### src/rtl/relational_pkg.sv
// rtl/relational_pkg.sv - shared types and defaults for the relational compare arbiter
package relational_pkg;

    localparam int NREQ_DEF  = 4;
    localparam int WIDTH_DEF = 3;

    typedef enum logic [1:0] {
        IDLE = 2'd0,
        CMP  = 2'd1,
        HOLD = 2'd2
    } state_t;

    typedef struct packed {
        logic lt;
        logic le;
        logic gt;
        logic eq;
    } cmp_res_t;

endpackage

### src/rtl/relational_cmp.sv
// rtl/relational_cmp.sv - combinational unsigned comparator producing lt/le/gt/eq
module relational_cmp
    import relational_pkg::*;
#(
    parameter int WIDTH = WIDTH_DEF
) (
    input  logic [WIDTH-1:0] a,
    input  logic [WIDTH-1:0] b,
    output cmp_res_t         res
);

    // le and gt derive from lt/eq so the four flags can never disagree.
    always_comb begin
        res.lt = (a < b);
        res.eq = (a == b);
        res.le = res.lt | res.eq;
        res.gt = ~res.le;
    end

endmodule

### src/rtl/relational_cmp_arbiter.sv
// rtl/relational_cmp_arbiter.sv - round-robin sharing of one comparator between requesters
module relational_cmp_arbiter
    import relational_pkg::*;
#(
    parameter int NREQ  = NREQ_DEF,
    parameter int WIDTH = WIDTH_DEF,
    parameter int IDW   = $clog2(NREQ)
) (
    input  logic                    clk,
    input  logic                    rst_n,
    input  logic [NREQ-1:0]         req_valid,
    input  logic [NREQ*WIDTH-1:0]   req_a,
    input  logic [NREQ*WIDTH-1:0]   req_b,
    output logic [NREQ-1:0]         req_ready,
    output logic                    rsp_valid,
    input  logic                    rsp_ready,
    output logic [IDW-1:0]          rsp_id,
    output logic                    rsp_lt,
    output logic                    rsp_le,
    output logic                    rsp_gt,
    output logic                    rsp_eq,
    output logic                    busy,
    output logic [7:0]              cmp_cnt
);

    state_t            state;
    logic [IDW-1:0]    rr_ptr;
    logic [IDW-1:0]    id_q;
    logic [WIDTH-1:0]  a_q;
    logic [WIDTH-1:0]  b_q;
    logic [IDW-1:0]    grant_id;
    logic              grant_found;
    logic [2*NREQ-1:0] valid_dbl;
    logic [NREQ-1:0]   valid_rot;
    cmp_res_t          res;

    // Rotate so bit 0 is the requester at rr_ptr; lowest set bit wins.
    always_comb begin
        valid_dbl   = {req_valid, req_valid};
        valid_rot   = NREQ'(valid_dbl >> rr_ptr);
        grant_found = |valid_rot;
        grant_id    = '0;
        for (int k = NREQ - 1; k >= 0; k--) begin
            if (valid_rot[k]) begin
                grant_id = IDW'((int'(rr_ptr) + k) % NREQ);
            end
        end
    end

    always_comb begin
        req_ready = '0;
        if (rst_n && (state == IDLE) && grant_found) begin
            req_ready[grant_id] = 1'b1;
        end
    end

    assign busy = (state != IDLE);

    relational_cmp #(.WIDTH(WIDTH)) u_cmp (
        .a   (a_q),
        .b   (b_q),
        .res (res)
    );

    always_ff @(posedge clk or negedge rst_n) begin
        if (!rst_n) begin
            state     <= IDLE;
            rr_ptr    <= '0;
            id_q      <= '0;
            a_q       <= '0;
            b_q       <= '0;
            rsp_valid <= 1'b0;
            rsp_id    <= '0;
            rsp_lt    <= 1'b0;
            rsp_le    <= 1'b0;
            rsp_gt    <= 1'b0;
            rsp_eq    <= 1'b0;
            cmp_cnt   <= '0;
        end else begin
            case (state)
                IDLE: begin
                    if (grant_found) begin
                        a_q   <= req_a[grant_id*WIDTH +: WIDTH];
                        b_q   <= req_b[grant_id*WIDTH +: WIDTH];
                        id_q  <= grant_id;
                        state <= CMP;
                    end
                end
                CMP: begin
                    rsp_id    <= id_q;
                    rsp_lt    <= res.lt;
                    rsp_le    <= res.le;
                    rsp_gt    <= res.gt;
                    rsp_eq    <= res.eq;
                    rsp_valid <= 1'b1;
                    state     <= HOLD;
                end
                HOLD: begin
                    if (rsp_ready) begin
                        rsp_valid <= 1'b0;
                        cmp_cnt   <= cmp_cnt + 8'd1;
                        // The requester just served drops to lowest priority.
                        rr_ptr    <= (id_q == IDW'(NREQ - 1)) ? '0 : id_q + 1'b1;
                        state     <= IDLE;
                    end
                end
                default: state <= IDLE;
            endcase
        end
    end

endmodule

### config.mk
export PLATFORM = sky130hd
export DESIGN_NAME = relational_cmp_arbiter
export DESIGN_NICKNAME = d
export VERILOG_FILES = /design/src/rtl/relational_pkg.sv /design/src/rtl/relational_cmp.sv /design/src/rtl/relational_cmp_arbiter.sv
export SDC_FILE = /design/constraint.sdc
export NUM_CORES = 1
export LEC_CHECK = 0
export ABC_CLOCK_PERIOD_IN_PS = 4600
export CORE_AREA = 2 2 59 61
export CTS_CLUSTER_SIZE = 14
export DETAILED_ROUTE_END_ITERATION = 8
export DIE_AREA = 0 0 61 63
export PLACE_DENSITY = 0.81
export SLEW_MARGIN = 20
export SYNTH_ARGS = -nofsm -noshare
export SYNTH_HDL_FRONTEND = slang
export SYNTH_SLANG_ARGS = --single-unit
export TNS_END_PERCENT = 20
### constraint.sdc
create_clock -name clk -period 4.6 [get_ports clk]
set_input_delay 1.15 -clock clk [delete_from_list [all_inputs] [get_ports clk]]
set_output_delay 1.15 -clock clk [all_outputs]
set_load 0.01 [all_outputs]
==> flow_metrics.env, run 1 <==
export IMPL_track_usage_pct=20.1
export IMPL_postSynthCellCount=149
export IMPL_fmax_ghz=0.227
export IMPL_syn_avg_cell_area_um2=9.81
export IMPL_drc_errors=0
export IMPL_post_synth_num_cell_types=33
export IMPL_start_util_pct=45.2
export IMPL_endpoint_kind="output pin"
export IMPL_first_pass_iters=4
export IMPL_cts_inserted_buffers=3
export IMPL_slowest_delay_ns=0.57
export IMPL_drive_gt1_share_pct=4.98
export IMPL_finalCriticalPeriod_ns=4.41
export IMPL_post_cts_setup_buffer_count=0
export IMPL_vias_per_cell=5.29
export IMPL_synth_top_area_share_pct=46.2
export IMPL_layout_common_cells="clkdlybuf4s50_1, dfrtp_1, nand2_1, o21ai_0"
export IMPL_cts_resized=0
export IMPL_hold_ws_ns=0.474
export IMPL_ios=51
export IMPL_synth_fp_nets=185
export IMPL_antenna_found_initial=0
export IMPL_coreArea_um2=3230
export IMPL_synth_edff_count=0
export IMPL_die_w_um=61
export IMPL_die_h_um=63
export IMPL_p_per_area_nw_per_um2=521
export IMPL_finalSetupViolations=0
export IMPL_tightestPinTransition_ns=0.867
export IMPL_crit_chain="clkdlybuf4s50_1 > nor2b_1 > a211oi_4 > nor2_4 > nand3_1 > nor2_1 > clkdlybuf4s50_1"
export IMPL_finalHoldViolCount=0
export IMPL_grt_first_pass_wirelength_um=5920
export IMPL_crit_required_ns=3.45
export IMPL_cp_arrival_ns=3.26
export IMPL_synth_area_leaders="dfrtp_1, nand2_1, mux2_1, ha_1, a221o_1"
export IMPL_yosys_warnings=0
export IMPL_grt_max_degree=28
export IMPL_yosys_area_top_type="dfrtp_1"
export IMPL_nFillCells=263
export IMPL_drt_wl_total_um=3390
export IMPL_status="complete, no violations"
export IMPL_cpMostUsedCell="clkdlybuf4s50_1"
export IMPL_drt_antenna_violating_nets=0
export IMPL_yosys_register_bits=27
export IMPL_cts_root_buf="clkbuf_4"
export IMPL_p_leak_nw=0.894
export IMPL_startpoint_type="primary input"
export IMPL_slowest_stage="clkdlybuf4s50_1"
export IMPL_vdd_drop_max_mv=0.252
export IMPL_portBuffers=50
export IMPL_slew_headroom_pct=41.3
export IMPL_clock_latency_ns=0.32
export IMPL_ctsHoldBuffers=0
export IMPL_max_cap_violations=0
export IMPL_clockBufferDepth=2
export IMPL_synth_ff_type="dfrtp_1"
export IMPL_cp_max_fo=10
export IMPL_drt_iter0_drc=69
export IMPL_fin_crit_sh_pct=95.9
export IMPL_synthesis_area_um2=1460
export IMPL_rsz0062_at_grt="false"
export IMPL_skew_ns=0.00225
export IMPL_fin_nets=238
export IMPL_overflow=0
export IMPL_final_setup_tns_ns=0
export IMPL_synth_async_reset_ratio_pct=100
export IMPL_first_global_vias=1342
export IMPL_wl_per_cell_um=13.7
export IMPL_dp_hpwl_um=2750
export IMPL_die_area_um2=3840
export IMPL_synth_seq_area_share_pct=46.2
export IMPL_drv_slew=0
export IMPL_cts_sinks=27
export IMPL_num_rows=21
export IMPL_routabilityCongestion=0.855
export IMPL_diodes=0
export IMPL_vias=1307
export IMPL_cts_htree_levels=1
export IMPL_clk_pin_slew_ns=0.13
export IMPL_cts_tree="built"
export IMPL_power_total_w=0.00107
export IMPL_area_delta_synth_final_pct=39.8
export IMPL_worstHoldPathType="reg2reg"
export IMPL_criticalPathCategory="in2out"
export IMPL_final_common_cell="clkdlybuf4s50_1"
## cell type report
class	count	area, um2	area share, %
clock buffer	3	22.5	1.10
sequential	27	676	33.1
tap	46	57.6	2.82
inverter	6	22.5	1.10
timing repair buffer	51	508	24.9
multi-input combinational	113	752	36.8
clock inverter	1	5.00	0.245
## logic make-up after synthesis
kind of cell / after synthesis / share of synthesized area [%]
fa+ha+maj: 5 / 4.28
mux: 6 / 4.62
xor+xnor: 7 / 4.20
simple gates: 61 / 21.8
buf+inv: 9 / 2.31
flops: 27 / 46.2
compound gates: 34 / 16.5
## layer usage
metal,vias to the layer above,wire length [um],GRT usage (%),share of wire [%]
li1,632,-,-,-
met1,610,1450,25.7,43
met2,56,1680,33.5,49
met3,9,175,2.48,5.2
met4,0,86,8.15,2.5
met5,-,0,0,0
## sequential cells by signal, summed over array words and instances (netlist names)
name	flops
state	2
id_q	2
rsp_id	2
rsp_eq	1
rsp_gt	1
rsp_valid	1
cmp_cnt	8
b_q	3
a_q	3
rr_ptr	2
rsp_le	1
rsp_lt	1
## critical path: cells and delay by family
kind	cells	cell delay [ns]
and+or+nand+nor	4	0.93
AOI/OAI and AO/OA	1	0.13
buffers and inverters	2	1.06
## final timing paths
kind                       slack [ns]  depth (start not counted)         start           end
min in group asynchronous        1.31                          2         rst_n    cmp_cnt[7]
setup / recovery                 0.19                          7  req_valid[2]  req_ready[0]
setup reg to reg                 2.52                          5     rr_ptr[0]        b_q[2]
max in group asynchronous        3.06                          2         rst_n        rsp_gt
hold reg to reg                  0.47                          1    cmp_cnt[7]    cmp_cnt[7]
hold / removal                   0.47                          1    cmp_cnt[7]    cmp_cnt[7]
## report_power, final
part           internal (W)  switching [W]   total, W  leakage [nW]
combinational      0.000278       0.000271   0.000548         0.536
sequential         0.000333      0.0000863   0.000419         0.341
clock             0.0000326      0.0000655  0.0000981        0.0177
total              0.000643       0.000422    0.00107         0.894
## stage by stage
step	instance area, um2	cells	util (%)	worst slack [ns]
after floorplan	1460	149	-	1.29
after CTS	2040	247	63.2	0.181
final	2040	247	63.2	0.189
after global routing	2040	247	63.2	0.0248
after global placement	2020	243	62.4	0.317
after detailed placement	2020	243	62.4	0.178
## Yosys cell counts, types with 2 or more instances
cell,instances
a21o_1,2
a21oi_1,6
a221o_1,6
and3_1,3
clkbuf_1,3
dfrtp_1,27
ha_1,5
inv_1,6
mux2_1,6
nand2_1,21
nand2b_1,3
nand3_1,10
nand4_1,2
nor2_1,10
nor2b_1,4
nor3_1,2
o21ai_0,11
o31ai_1,2
xnor2_1,6
Note: power is estimated with default switching activity, not from simulation.
==> inputs of run 2 (changes only) <==
--- a/config.mk
+++ b/config.mk
@@ -11,6 +11,7 @@
 export DETAILED_ROUTE_END_ITERATION = 8
 export DIE_AREA = 0 0 61 63
 export PLACE_DENSITY = 0.81
+export REMOVE_ABC_BUFFERS = 1
 export SLEW_MARGIN = 20
 export SYNTH_ARGS = -nofsm -noshare
 export SYNTH_HDL_FRONTEND = slang
==> run 2 against run 1 <==
Against the previous run:
- non-clock buffer count is the same
- global-route usage shrank 0.40 points
- highest routed layer unchanged
- cell count is the same
- largest power group unchanged
==> flow_metrics.env, run 2 (synthesized netlist as in run 1, its figures left out) <==
export IMPL_largestRegisters="cmp_cnt x8, a_q x3, b_q x3"
export IMPL_worstHoldPathType="reg2reg"
export IMPL_skew_ns=0.00317
export IMPL_cts_root_buf="clkbuf_4"
export IMPL_cts_tree="built"
export IMPL_startpoint="req_valid[2]"
export IMPL_finalSetupViolations=0
export IMPL_dp_hpwl_um=2750
export IMPL_ios=51
export IMPL_vias_per_cell=5.28
export IMPL_start_util_pct=45.2
export IMPL_reg2reg_slack_ns=2.57
export IMPL_endpoint_kind="output pin"
export IMPL_drt_wl_total_um=3440
export IMPL_p_leak_nw=0.891
export IMPL_finalHoldViolCount=0
export IMPL_max_cap_violations=0
export IMPL_die_w_um=61
export IMPL_coreArea_um2=3230
export IMPL_track_usage_pct=19.7
export IMPL_cp_max_fo=3
export IMPL_largest_reg_flops=8
export IMPL_tightestPinTransition_ns=0.812
export IMPL_fin_area_um2=2040
export IMPL_pwr_share_clk_pct=9.5
export IMPL_r2r_end="b_q[0]"
export IMPL_status="complete, no violations"
export IMPL_fin_nets=238
export IMPL_grt_first_pass_wirelength_um=5660
export IMPL_fin_crit_sh_pct=96.3
export IMPL_criticalPathCategory="in2out"
export IMPL_worstReg2RegStart="rr_ptr[0]"
export IMPL_wl_per_cell_um=13.9
export IMPL_area_delta_synth_final_pct=39.7
export IMPL_slew_headroom_pct=45.0
export IMPL_seqPwrFrac_pct=39.6
export IMPL_cts_htree_levels=1
export IMPL_p_per_area_nw_per_um2=519
export IMPL_ctsHoldBuffers=0
export IMPL_portBuffers=50
export IMPL_diodes=0
export IMPL_drt_iter0_drc=36
export IMPL_vdd_drop_max_mv=0.242
export IMPL_post_cts_setup_buffer_count=0
export IMPL_placed_area_um2=2020
export IMPL_num_rows=21
export IMPL_nFillCells=288
export IMPL_reg2reg_depth=5
export IMPL_vias=1304
export IMPL_switching_power_w=0.000415
export IMPL_antenna_found_initial=0
export IMPL_power_total_w=0.00106
export IMPL_cts_sinks=27
export IMPL_grt_max_degree=28
export IMPL_die_h_um=63
export IMPL_clk_pin_slew_ns=0.13
export IMPL_holdPathEnd="cmp_cnt[7]"
export IMPL_die_area_um2=3840
export IMPL_routabilityCongestion=0.935
export IMPL_startpoint_type="primary input"
export IMPL_hold_depth=1
export IMPL_fmax_ghz=0.226
export IMPL_drv_slew=0
export IMPL_final_common_cell="clkdlybuf4s50_1"
export IMPL_layout_common_cells="clkdlybuf4s50_1, dfrtp_1, nand2_1, o21ai_0"
export IMPL_p_sw_share_pct=39.2
export IMPL_regMostFlops="cmp_cnt"
export IMPL_overflow=0
export IMPL_rsz0062_at_grt="false"
export IMPL_drc_errors=0
export IMPL_p_int_w=0.000644
export IMPL_hold_ws_ns=0.478
export IMPL_clock_latency_ns=0.32
export IMPL_final_setup_tns_ns=0
export IMPL_drt_antenna_violating_nets=0
export IMPL_cp_arrival_ns=3.28
export IMPL_cts_inserted_buffers=3
export IMPL_crit_required_ns=3.45
export IMPL_final_util_pct=63.2
export IMPL_drive_gt1_share_pct=4.48
export IMPL_clockBufferDepth=2
export IMPL_first_global_vias=1255
export IMPL_first_pass_iters=4
export IMPL_cts_resized=0
export IMPL_finalCriticalPeriod_ns=4.43
export IMPL_p_comb_share_pct=50.9
export IMPL_min_from="cmp_cnt[7]"
run 2: layout make-up:
| cell class | count | area (um2) | area share, % |
|---|---|---|---|
| well taps | 46 | 57.6 | 2.82 |
| clock buffers | 4 | 26.3 | 1.29 |
| flip-flops and latches | 27 | 676 | 33.1 |
| multi-input cells | 113 | 752 | 36.8 |
| repair buffers | 51 | 508 | 24.9 |
| inverters | 6 | 22.5 | 1.10 |
run 2: layer usage:
metal / vias up / part of all wire (%) / GRT usage (%) / wire (um)
met1: 617 / 43 / 25.8 / 1480
met2: 43 / 50 / 31.3 / 1720
met3: 10 / 3.8 / 2.07 / 130
met5: - / 0 / 0 / 0
met4: 0 / 3.2 / 10.1 / 109
li1: 634 / - / - / -
run 2: critical path, cell delays in order:
cell             delay, ns
clkdlybuf4s50_1       0.51
nor2b_1               0.33
a21boi_0              0.36
o31ai_1               0.15
nor3_1                0.21
clkdlybuf4s50_1       0.57
run 2: metrics by stage:
stage,setup slack (ns),cells
finish,0.169,247
global route,0.0289,247
CTS,0.155,247
detailed placement,0.180,243
global placement,0.307,243
floorplan,1.29,146
run 2: how the worst max path moves through the flow:
stage                               to  slack, ns
after floorplan           req_ready[3]       1.29
after global placement    req_ready[0]       0.31
after detailed placement  req_ready[3]       0.18
after CTS                 req_ready[3]       0.16
after global routing      req_ready[0]       0.03
final                     req_ready[3]       0.17
run 2: power by group through the flow:
stage               sequential [W]  combinational (W)  clock, W
global placement          0.000414           0.000525         0
finish                    0.000419           0.000539  0.000100
detailed placement        0.000422           0.000542         0
floorplan                 0.000422           0.000318         0
CTS                       0.000418           0.000546  0.000105
global route              0.000430           0.000611  0.000115
==> inputs of run 3 (changes only) <==
--- a/config.mk
+++ b/config.mk
@@ -6,11 +6,10 @@
 export NUM_CORES = 1
 export LEC_CHECK = 0
 export ABC_CLOCK_PERIOD_IN_PS = 4600
-export CORE_AREA = 2 2 59 61
+export CORE_AREA = 2 2 68 70
 export CTS_CLUSTER_SIZE = 14
 export DETAILED_ROUTE_END_ITERATION = 8
-export DIE_AREA = 0 0 61 63
-export PLACE_DENSITY = 0.81
+export DIE_AREA = 0 0 70 72
 export REMOVE_ABC_BUFFERS = 1
 export SLEW_MARGIN = 20
 export SYNTH_ARGS = -nofsm -noshare
==> run 3 against run 2 <==
Against the previous run:
- fmax grew 0.85%
- setup slack improved by 0.037 ns
- clock power increased by 35%
- critical path type unchanged
==> flow_metrics.env, run 3 (synthesized netlist as in run 1, its figures left out) <==
export IMPL_drc_errors=0
export IMPL_cts_sinks=27
export IMPL_die_h_um=72
export IMPL_ctsHoldBuffers=0
export IMPL_portBuffers=50
export IMPL_diodes=0
export IMPL_worstReg2RegStart="rr_ptr[0]"
export IMPL_cp_arrival_ns=3.24
export IMPL_routabilityCongestion=0.799
export IMPL_skew_ns=0.00478
export IMPL_fmax_ghz=0.228
export IMPL_first_global_vias=1250
export IMPL_cp_max_fo=3
export IMPL_criticalPathCategory="in2out"
export IMPL_cts_root_buf="clkbuf_8"
export IMPL_track_usage_pct=15.0
export IMPL_p_per_area_nw_per_um2=531
export IMPL_start_util_pct=34.3
export IMPL_overflow=0
export IMPL_post_cts_setup_buffer_count=0
export IMPL_p_leak_nw=0.899
export IMPL_dp_slack_ns=0.234
export IMPL_cts_inserted_buffers=3
export IMPL_final_setup_tns_ns=0
export IMPL_p_sw_share_pct=38.7
export IMPL_clock_latency_ns=0.27
export IMPL_tightestPinTransition_ns=0.835
export IMPL_finalCriticalPeriod_ns=4.39
export IMPL_drt_antenna_violating_nets=0
export IMPL_largest_reg_flops=8
export IMPL_hold_depth=2
export IMPL_cts_resized=0
export IMPL_status="complete, no violations"
export IMPL_drive_gt1_share_pct=4.48
export IMPL_clockBufferDepth=2
export IMPL_die_w_um=70
export IMPL_first_pass_iters=4
export IMPL_largestRegisters="cmp_cnt x8, a_q x3, b_q x3"
export IMPL_crit_required_ns=3.45
export IMPL_vias=1275
export IMPL_worstHoldPathType="reg2reg"
export IMPL_endpoint_kind="output pin"
export IMPL_drv_slew=0
export IMPL_die_area_um2=5040
export IMPL_finalHoldViolCount=0
export IMPL_area_delta_synth_final_pct=41.5
export IMPL_vdd_drop_max_mv=0.216
export IMPL_r2r_end="b_q[2]"
export IMPL_min_from="rsp_id[0]"
export IMPL_max_cap_violations=0
export IMPL_drt_wl_total_um=3620
export IMPL_wl_per_cell_um=14.3
export IMPL_clk_pin_slew_ns=0.09
export IMPL_switching_power_w=0.000425
export IMPL_pwr_share_clk_pct=12.3
export IMPL_cts_htree_levels=1
export IMPL_dp_hpwl_um=2860
export IMPL_regMostFlops="cmp_cnt"
export IMPL_grt_first_pass_wirelength_um=6020
export IMPL_final_common_cell="clkdlybuf4s50_1"
export IMPL_final_util_pct=48.5
export IMPL_vias_per_cell=5.04
export IMPL_num_rows=24
export IMPL_fin_crit_sh_pct=95.5
export IMPL_rsz0062_at_grt="false"
export IMPL_seqPwrFrac_pct=38.0
export IMPL_fin_nets=238
export IMPL_grt_max_degree=28
export IMPL_p_comb_share_pct=49.7
export IMPL_antenna_found_initial=0
export IMPL_coreArea_um2=4260
export IMPL_reg2reg_slack_ns=2.57
export IMPL_cts_tree="built"
export IMPL_finalSetupViolations=0
export IMPL_place_inst=249
export IMPL_reg2reg_depth=5
export IMPL_drt_iter0_drc=51
export IMPL_p_int_w=0.000673
export IMPL_slew_headroom_pct=43.5
export IMPL_holdPathEnd="rsp_id[0]"
export IMPL_ios=51
export IMPL_nFillCells=401
export IMPL_layout_common_cells="clkdlybuf4s50_1, dfrtp_1, nand2_1, o21ai_0"
export IMPL_fin_ws_ns=0.207
export IMPL_layout_cells_non_filler=253
export IMPL_startpoint_type="primary input"
-- run 3: cell types whose count changed in the layout (fill, tap and decap cells not counted) --
cell,before,now
clkbuf_8,0,3
clkbuf_4,3,0
-- run 3: final cells by class --
type | count | area, um2 | share of cell area [%]
multi-input combinational | 113 | 752 | 36.4
sequential | 27 | 676 | 32.7
tap | 52 | 65.1 | 3.15
clock buffer | 4 | 45.0 | 2.18
inverter | 6 | 22.5 | 1.09
timing repair buffer | 51 | 508 | 24.6
-- run 3: worst max-delay path by stage --
stage                       startpoint  depth (start not counted)  slack [ns]      endpoint
after global placement    req_valid[2]                          7        0.27  req_ready[0]
after global routing      req_valid[2]                          6        0.04  req_ready[3]
after CTS                 req_valid[2]                          6        0.21  req_ready[3]
final                     req_valid[2]                          6        0.21  req_ready[3]
after detailed placement  req_valid[2]                          6        0.23  req_ready[3]
after floorplan           req_valid[2]                          4        1.29  req_ready[3]
-- run 3: stage by stage --
step           hold slack [ns]  total power (W)  instance area [um2]
6_report                 0.486          0.00110                 2070
5_1_grt                  0.528          0.00120                 2070
4_1_cts                  0.490          0.00111                 2070
3_5_place_dp             0.466         0.000970                 2020
3_3_place_gp             0.457         0.000951                 2020
2_1_floorplan            0.465         0.000741                 1450
-- run 3: routing by layer --
layer	share of wire (%)	vias to the layer above	GRT usage, %
li1	-	636	-
met1	46	601	20.7
met2	49	32	24.0
met3	2.8	6	2.36
met4	1.8	0	5.56
met5	0	-	0
-- run 3: worst max-delay path, stage by stage --
cell             delay [ns]
clkdlybuf4s50_1        0.48
nor2b_1                0.30
a21boi_0               0.38
o31ai_1                0.15
nor3_1                 0.21
clkdlybuf4s50_1        0.57
-- run 3: power groups by stage --
stage | logic (W) | clock network [W] | registers [W]
2_1_floorplan | 0.000318 | 0 | 0.000422
5_1_grt | 0.000617 | 0.000153 | 0.000433
6_report | 0.000545 | 0.000135 | 0.000417
3_5_place_dp | 0.000547 | 0 | 0.000423
4_1_cts | 0.000550 | 0.000141 | 0.000418
3_3_place_gp | 0.000535 | 0 | 0.000416
